`config.mk`:
```
export PLATFORM = sky130hd
export DESIGN_NAME = prog_counter
export DESIGN_NICKNAME = d
export VERILOG_FILES = /design/src/rtl/prog_counter_pkg.sv /design/src/rtl/prog_counter_tick_gen.sv /design/src/rtl/prog_counter.sv
export SDC_FILE = /design/constraint.sdc
export NUM_CORES = 1
export LEC_CHECK = 0
export CAP_MARGIN = 20
export CORE_MARGIN = 1.5
export CORE_UTILIZATION = 53
export CTS_BUF_LIST = sky130_fd_sc_hd__clkbuf_8
export DETAILED_ROUTE_END_ITERATION = 6
export MAX_ROUTING_LAYER = met4
export PLACE_DENSITY_LB_ADDON = 0.12
export SYNTH_ARGS = -nofsm -noshare
export SYNTH_HDL_FRONTEND = slang
export SYNTH_SLANG_ARGS = --single-unit
```
`constraint.sdc`:
```
create_clock -name clk -period 4.2 [get_ports clk]
set_clock_uncertainty 0.1 [all_clocks]
set_input_delay 0.63 -clock clk [delete_from_list [all_inputs] [get_ports clk]]
set_output_delay 0.63 -clock clk [all_outputs]
set_load 0.01 [all_outputs]
```
`src/rtl/prog_counter_pkg.sv`:
```
// Shared encodings for the programmable counter: mode selection and one-shot FSM states.
package prog_counter_pkg;

    // Counting modes; 2'b11 is reserved and behaves as wrap.
    typedef enum logic [1:0] {
        MODE_WRAP    = 2'b00,
        MODE_SAT     = 2'b01,
        MODE_ONESHOT = 2'b10,
        MODE_RSVD    = 2'b11
    } mode_t;

    // One-shot sequencer states.
    typedef enum logic [1:0] {
        ST_IDLE = 2'b00,
        ST_RUN  = 2'b01,
        ST_DONE = 2'b10
    } state_t;

endpackage

```
`src/rtl/prog_counter_tick_gen.sv`:
```
// Prescaler: emits one tick every PRESCALE enabled cycles; PRESCALE=1 passes en straight through.
module tick_gen #(
    parameter int unsigned PRESCALE = 1
) (
    input  logic clk,
    input  logic reset,
    input  logic en,
    input  logic clr,
    output logic tick
);

    localparam int unsigned   PW   = (PRESCALE > 1) ? $clog2(PRESCALE) : 1;
    localparam logic [PW-1:0] LAST = PW'(PRESCALE - 1);

    logic [PW-1:0] cnt;

    assign tick = en && (cnt == LAST);

    // Prescale counter: restarts on reset, external clear or a tick, advances while enabled.
    always_ff @(posedge clk) begin
        if (reset || clr || tick) begin
            cnt <= '0;
        end else if (en) begin
            cnt <= cnt + PW'(1);
        end
    end

endmodule

```
`src/rtl/prog_counter.sv`:
```
// Parametrised up/down counter with wrap/saturate/one-shot modes, load, prescale and terminal-count pulse.
module prog_counter
    import prog_counter_pkg::*;
#(
    parameter int unsigned WIDTH    = 8,
    parameter int unsigned MAX_VAL  = 2**WIDTH - 1,
    parameter int unsigned PRESCALE = 1
) (
    input  logic             clk,
    input  logic             reset,
    input  logic             en,
    input  logic             up_dn,
    input  logic [1:0]       mode,
    input  logic             load,
    input  logic [WIDTH-1:0] load_val,
    input  logic             start,
    output logic [WIDTH-1:0] count,
    output logic             tc,
    output logic             busy
);

    localparam logic [WIDTH-1:0] MAXV = WIDTH'(MAX_VAL);

    state_t           state;
    state_t           state_nx;
    logic             oneshot;
    logic             wrap_mode;
    logic             permitted;
    logic             start_go;
    logic             tick;
    logic             step;
    logic             at_bound;
    logic             bound;
    logic [WIDTH-1:0] load_clamped;
    logic [WIDTH-1:0] count_nx;

    assign oneshot   = (mode == MODE_ONESHOT);
    assign wrap_mode = (mode == MODE_WRAP) || (mode == MODE_RSVD);

    // In one-shot mode counting is only allowed while the sequencer runs.
    assign permitted = !oneshot || (state == ST_RUN);

    // A start is honoured only in one-shot mode and only when not already running.
    assign start_go  = oneshot && start && (state != ST_RUN);

    tick_gen #(
        .PRESCALE(PRESCALE)
    ) u_tick_gen (
        .clk  (clk),
        .reset(reset),
        .en   (en && permitted),
        .clr  (load || start_go),
        .tick (tick)
    );

    // Load has priority over a step in the same cycle.
    assign step     = tick && !load;
    assign at_bound = up_dn ? (count == MAXV) : (count == '0);
    assign bound    = step && at_bound;

    assign load_clamped = (load_val > MAXV) ? MAXV : load_val;

    // Next count value: load, normal step, or boundary behaviour selected by mode.
    always_comb begin
        count_nx = count;
        if (load) begin
            count_nx = load_clamped;
        end else if (step) begin
            if (!at_bound) begin
                count_nx = up_dn ? (count + WIDTH'(1)) : (count - WIDTH'(1));
            end else if (wrap_mode) begin
                count_nx = up_dn ? '0 : MAXV;
            end
        end
    end

    // Count and terminal-count registers.
    always_ff @(posedge clk) begin
        if (reset) begin
            count <= '0;
            tc    <= 1'b0;
        end else begin
            count <= count_nx;
            tc    <= bound;
        end
    end

    // One-shot FSM state register.
    always_ff @(posedge clk) begin
        if (reset) begin
            state <= ST_IDLE;
        end else begin
            state <= state_nx;
        end
    end

    // One-shot FSM next-state logic; leaving one-shot mode always returns to IDLE.
    always_comb begin
        state_nx = state;
        if (!oneshot) begin
            state_nx = ST_IDLE;
        end else begin
            case (state)
                ST_IDLE, ST_DONE: if (start_go) state_nx = ST_RUN;
                ST_RUN:           if (bound)    state_nx = ST_DONE;
                default:                        state_nx = ST_IDLE;
            endcase
        end
    end

    // One-shot FSM outputs; busy decodes the registered state directly.
    always_comb begin
        busy = (state == ST_RUN);
    end

endmodule

```
==> results of run 1 <==
metrics by stage:
stage               power (µW)  area (µm²)  hold WS [ns]  setup slack, ns  utilization [%]
finish                     389        1280         0.341             1.30             74.9
global placement           256        1220         0.324             1.17             71.6
floorplan                  213         957         0.314             1.81                -
global route               411        1280         0.373             1.09             74.9
detailed placement         259        1220         0.335             1.07             71.6
CTS                        388        1280         0.342             1.31             74.9
cell usage in the layout, fill, tap and decap left out, types with 2 or more instances in the layout:
| cell | n |
|---|---|
| mux2i_1 | 4 |
| nor3_1 | 3 |
| a211o_1 | 4 |
| ha_1 | 7 |
| and3_1 | 3 |
| nor2_1 | 7 |
| inv_1 | 8 |
| a21oi_1 | 4 |
| nand3_1 | 4 |
| a31oi_1 | 3 |
| a21o_1 | 2 |
| dfxtp_1 | 12 |
| nor4_1 | 2 |
| nand2_1 | 8 |
| clkbuf_8 | 4 |
| or2_2 | 4 |
| clkdlybuf4s50_1 | 25 |
| a211oi_1 | 3 |
| o21ai_0 | 8 |
| o22ai_1 | 6 |
| and2_1 | 2 |
routing by layer:
metal / part of all wire, % / vias to the layer above / GRT usage [%]
met4: 2.6 / 0 / 12.9
met3: 7.0 / 10 / 4.76
li1: - / 496 / -
met5: 0 / - / -
met1: 40 / 488 / 34.7
met2: 50 / 49 / 49.6
state kept, by name (all words and copies together) (netlist names):
register        flops
count               8
state               2
tc                  1
u_tick_gen.cnt      1
worst min path at each step:
stage                   start        endpoint  slack, ns  depth (start not counted)
6_report       u_tick_gen.cnt  u_tick_gen.cnt       0.34                          2
3_5_place_dp   u_tick_gen.cnt  u_tick_gen.cnt       0.33                          2
4_1_cts        u_tick_gen.cnt  u_tick_gen.cnt       0.34                          2
5_1_grt        u_tick_gen.cnt  u_tick_gen.cnt       0.37                          2
3_3_place_gp   u_tick_gen.cnt  u_tick_gen.cnt       0.32                          2
2_1_floorplan  u_tick_gen.cnt  u_tick_gen.cnt       0.31                          2
layout make-up:
type                       count  share of cell area (%)
clock buffer                   4                    4.31
inverter                       8                    2.35
tap                           25                    2.45
timing repair buffer          25                    19.6
multi-input combinational     95                    52.5
sequential                    12                    18.8
cells by family (layout without fill, tap and decap cells):
kind of cell,Yosys count,count (layout)
mux,4,4
compound gates,38,38
buf+inv,11,37
flops,12,12
simple gates,43,43
xor+xnor,2,2
fa+ha+maj,8,8
power groups by stage:
stage | registers, µW | clock network (µW) | logic, µW
detailed placement | 136 | 0 | 124
CTS | 133 | 129 | 125
floorplan | 136 | 0 | 76.4
finish | 134 | 130 | 125
global placement | 136 | 0 | 120
global route | 135 | 136 | 140
critical path: cells and delay by family:
| kind | cells | cell delay [ns] |
|---|---|---|
| simple gates | 1 | 0.39 |
| compound gates | 4 | 0.85 |
| fa+ha+maj | 1 | 0.39 |
| buf+inv | 2 | 0.70 |
==> out/qor.csv, run 1 <==
stage,metric,value,unit
synthesis,async_reset_ff_share,0,%
sta,fin_setup_tns,0,ns
setup_path,ff2ff_setup_slack,2.03,ns
cells_and_area,fillers,141,
sta,period_needed,2.90,ns
min_path,hold_path_class,flop to flop,
pwr,p_seq_share,34.4,%
floorplanning,die_w,45.5,µm
setup_path,worstPathCellList,clkdlybuf4s50_1 -> inv_1 -> ha_1 -> o21ai_0 -> o21bai_1 -> o221a_1 -> or4_1 -> a31oi_1,
synthesis,synth_cells,118,
pwr,comb_power_share,32.2,%
synthesis,ys.flop_type,dfxtp_1,
pwr,swShare,30.5,%
pwr,clockPowerShare,33.3,%
setup_path,reg2reg_depth,6,
synthesis,synth_most_common_cell,dfxtp_1,
synthesis,seq_area_frac_synth,25.1,%
sta,max_freq,0.345,GHz
floorplanning,core_area,1710,µm²
setup_path,timing.rr.start,count[1],
global_routing,first_global_vias,1016,
pwr,p_switching,119,µW
drt,first_pass_iters,4,
placed_design,port_buffers,25,
synthesis,synth.top_cell.area_share,25.1,%
synthesis,yosysTopAreaCell,dfxtp_1,
setup_path,startpoint_type,input port,
setup_path,endpoint,count[7],
outcome,status,completed,
setup_path,reg2reg_to,count[7],
setup_path,worstPathArrival,2.97,ns
drt,drcViolationCount,0,
cells_and_area,diodes,0,
drt,vias,1043,
pwr,leakage,0.000547,µW
clock_tree,cts_tree,yes,
synthesis,synth.distinct_cells,42,
global_routing,grt_max_degree,15,
drt,ant_nets,0,
sta,rsz0062_at_grt,false,
synthesis,synth_fa_ha_area_share,11.2,%
setup_path,criticalPathCategory,input port to flop,
synthesis,synth_top_family_by_area,compound AO/OA/AOI/OAI gates,
cells_and_area,final_cells,169,
synthesis,synth_xor_area_share,1.83,%
global_routing,grt_pass1_wl,4360,µm
clock_tree,numCtsBuffers,3,
placed_design,gp_congestion,0.807,
setup_path,worst-endpoint-required,4.27,ns
sta,finalCritPeriodShare,69.0,%
placed_design,dp_cells,165,
drt,finalWirelength,2570,µm
clock_tree,clock_sinks,12,
synthesis,syn_nets,142,
pwr,p_int,271,µW
cells_and_area,drive_gt1_share,8.33,%
setup_path,slowest_delay,0.53,ns
synthesis,ys_ff_latch,12,
global_routing,antenna_found_initial,0,
sta,slew_headroom,48.9,%
setup_path,cp-startpoint,up_dn,
cells_and_area,multi_input_area,672,µm²
sta,hold_viol,0,
setup_path,crit_slowest_cell,clkdlybuf4s50_1,
clock_tree,clk_pin_slew,0.05,ns
floorplanning,die_y,45.5,µm
run,maxCapViolCount,0,
synthesis,muxShareOfSynthArea,4.18,%
cells_and_area,area_growth,33.6,%
floorplanning,io_pins,26,
clock_tree,cts-root-buf,clkbuf_8,
clock_tree,postCtsSetupBuffers,0,
drt,wire_per_inst,15.2,µm
setup_path,critPathMaxFanout,7,
clock_tree,clk_latency,0.24,ns
clock_tree,htree_levels,1,
synthesis,syn-cell-area,957,µm²
clock_tree,cts-resized-gates,0,
synthesis,yosys-top-cells-area,"dfxtp_1 25%, ha_1 9.2%, mux2i_1 4.2%",
floorplanning,start_util,56.0,%
synthesis,synth_compound_area_share,27.5,%
drt,via_per_inst,6.17,
synthesis,synth-simple-area-share,25.5,%
synthesis,ys_warn_count,0,
synthesis,avgSynthCellArea,8.11,µm²
synthesis,synth_common_cells,"12 x dfxtp_1, 8 x inv_1, 8 x nand2_1, 8 x o21ai_0",
pwr,ir_drop,0.204,mV
clock_tree,ctsHoldBuffers,0,
clock_tree,cts_buffer_depth,2,
synthesis,synth_edf_count,0,
global_routing,grt_usage,29.7,%
placed_design,post-dp-hpwl,1910,µm
cells_and_area,nets,169,
sta,finalMaxSlewViolations,0,
floorplanning,dieArea,2070,µm²
drt,initialDrtViolationCount,35,
sta,setup_viol,0,
cells_and_area,seqCellArea,240,µm²
global_routing,grt-ovfl-total,0,
setup_path,endpoint_kind,flop,
sta,worst_pin_slew,0.762,ns
floorplanning,core.rowCount,15,
pwr,power_density,304,nW/µm²
Note: power is estimated with default switching activity, not from simulation.
==> run 2, diff against run 1 <==
- CORE_UTILIZATION: 53 -> 49
- clock period: 4.2 -> 2.85 ns (I/O delays scaled with it)
==> run 2 against run 1 <==
Effect of this change:
- global-route usage decreased by 1.1 points
- critical path type unchanged
- largest cell class unchanged
- combinational power increased by 55%
- sequential share of layout area decreased by 0.64 points
- critical endpoint unchanged
- highest routed layer unchanged
- non-clock buffer count increased by 6
- first-iteration DRC count decreased by 17%
==> out/qor.csv, run 2 (synthesized netlist as in run 1, its figures left out) <==
stage,metric,value,unit
outcome,status,completed,
setup_path,timing.rr.start,count[1],
clock_tree,cts_tree,yes,
global_routing,grt_usage,28.6,%
sta,finalCritPeriodShare,92.4,%
min_path,worstHoldStart,u_tick_gen.cnt,
placed_design,dp_slack,-0.0268,ns
placed_design,post-dp-hpwl,2000,µm
cells_and_area,layout_commonest_cell,clkdlybuf4s50_1,
floorplanning,core_area,1780,µm²
drt,drcViolationCount,0,
floorplanning,die_w,47.2,µm
setup_path,critPathMaxFanout,7,
cells_and_area,drive_gt1_share,12.0,%
global_routing,grt-ovfl-total,0,
sta,whs,0.361,ns
sta,setup_viol,0,
floorplanning,dieArea,2230,µm²
clock_tree,cts-resized-gates,0,
sta,finalMaxSlewViolations,0,
placed_design,gp_congestion,0.847,
cells_and_area,largest_reg_flops,8,
sta,slew_headroom,62.9,%
pwr,power_density,439,nW/µm²
cells_and_area,multi_input_area,672,µm²
drt,via_per_inst,5.94,
cells_and_area,most-common-layout-cells,"25 x clkdlybuf4s50_1, 12 x dfxtp_1, 8 x inv_1, 8 x nand2_1, 8 x o21ai_0",
cells_and_area,seqCellArea,240,µm²
clock_tree,cts_buffer_depth,2,
setup_path,worstPathArrival,2.71,ns
clock_tree,clk_latency,0.25,ns
floorplanning,io_pins,26,
floorplanning,die_y,47.2,µm
global_routing,antenna_found_initial,0,
run,maxCapViolCount,0,
cells_and_area,diodes,0,
clock_tree,clk_pin_slew,0.06,ns
clock_tree,htree_levels,1,
drt,first_pass_iters,4,
drt,finalWirelength,2570,µm
setup_path,cp-startpoint,up_dn,
sta,worst_pin_slew,0.552,ns
pwr,ir_drop,0.252,mV
sta,worst_slack,0.216,ns
clock_tree,clock_sinks,12,
drt,vias,1039,
cells_and_area,nets,175,
sta,max_freq,0.380,GHz
clock_tree,ctsHoldBuffers,0,
drt,ant_nets,0,
floorplanning,start_util,53.7,%
setup_path,criticalPathCategory,input port to flop,
setup_path,worst-endpoint-required,2.93,ns
placed_design,port_buffers,25,
clock_tree,numCtsBuffers,3,
cells_and_area,largest_registers,"count (8), state (2)",
sta,period_needed,2.63,ns
setup_path,startpoint_type,input port,
cells_and_area,area_growth,38.3,%
floorplanning,core.rowCount,15,
global_routing,grt_max_degree,15,
cells_and_area,fillers,141,
clock_tree,postCtsSetupBuffers,0,
sta,hold_viol,0,
drt,wire_per_inst,14.7,µm
clock_tree,cts-root-buf,clkbuf_8,
sta,rsz0062_at_grt,false,
pwr,leakage,0.000577,µW
global_routing,first_global_vias,1008,
drt,initialDrtViolationCount,29,
global_routing,grt_pass1_wl,4280,µm
min_path,hold_path_class,flop to flop,
cells_and_area,regMostFlops,count,
setup_path,endpoint_kind,flop,
sta,fin_setup_tns,0,ns
-- run 2: cell count changes in the layout (fill, tap and decap cells not counted) --
cell   change
buf_4      +6
-- run 2: cell type report --
cell class,instances,share of cell area [%]
clock buffers,4,4.16
inverters,8,2.27
multi-input cells,95,50.8
flip-flops and latches,12,18.1
well taps,25,2.36
repair buffers,31,22.3
-- run 2: per-layer routing --
metal / track usage, % / wire length [µm] / up-vias
li1: - / - / 509
met2: 48.8 / 1260 / 33
met4: 9.44 / 43 / 0
met5: - / 0 / -
met1: 32.7 / 1130 / 489
met3: 6.54 / 141 / 8
-- run 2: path summary, 6_finish.rpt --
| path | to | slack, ns | depth (start not counted) |
|---|---|---|---|
| worst max-delay path | count[7] | 0.22 | 8 |
| worst min-delay path | u_tick_gen.cnt | 0.36 | 2 |
| worst max register to register | count[7] | 0.65 | 6 |
| worst min register to register | u_tick_gen.cnt | 0.36 | 2 |
-- run 2: stage by stage --
stage | utilization, % | area (µm²) | instances | power [µW]
after floorplan | - | 957 | 118 | 313
after global placement | 71.2 | 1270 | 171 | 386
after detailed placement | 71.2 | 1270 | 171 | 391
after CTS | 74.2 | 1320 | 175 | 581
after global routing | 74.2 | 1320 | 175 | 614
final | 74.2 | 1320 | 175 | 581
-- run 2: where the power goes --
group / switching [µW] / internal, µW / total (µW)
clock network: 67.5 / 122 / 190
registers: 18.2 / 179 / 197
logic: 89.3 / 105 / 194
-- run 2: critical path, cell delays in order --
cell             delay [ns]
clkdlybuf4s50_1        0.48
inv_1                  0.15
ha_1                   0.36
a211oi_2               0.28
o21bai_1               0.17
o221a_1                0.27
or4_1                  0.39
a31oi_1                0.17
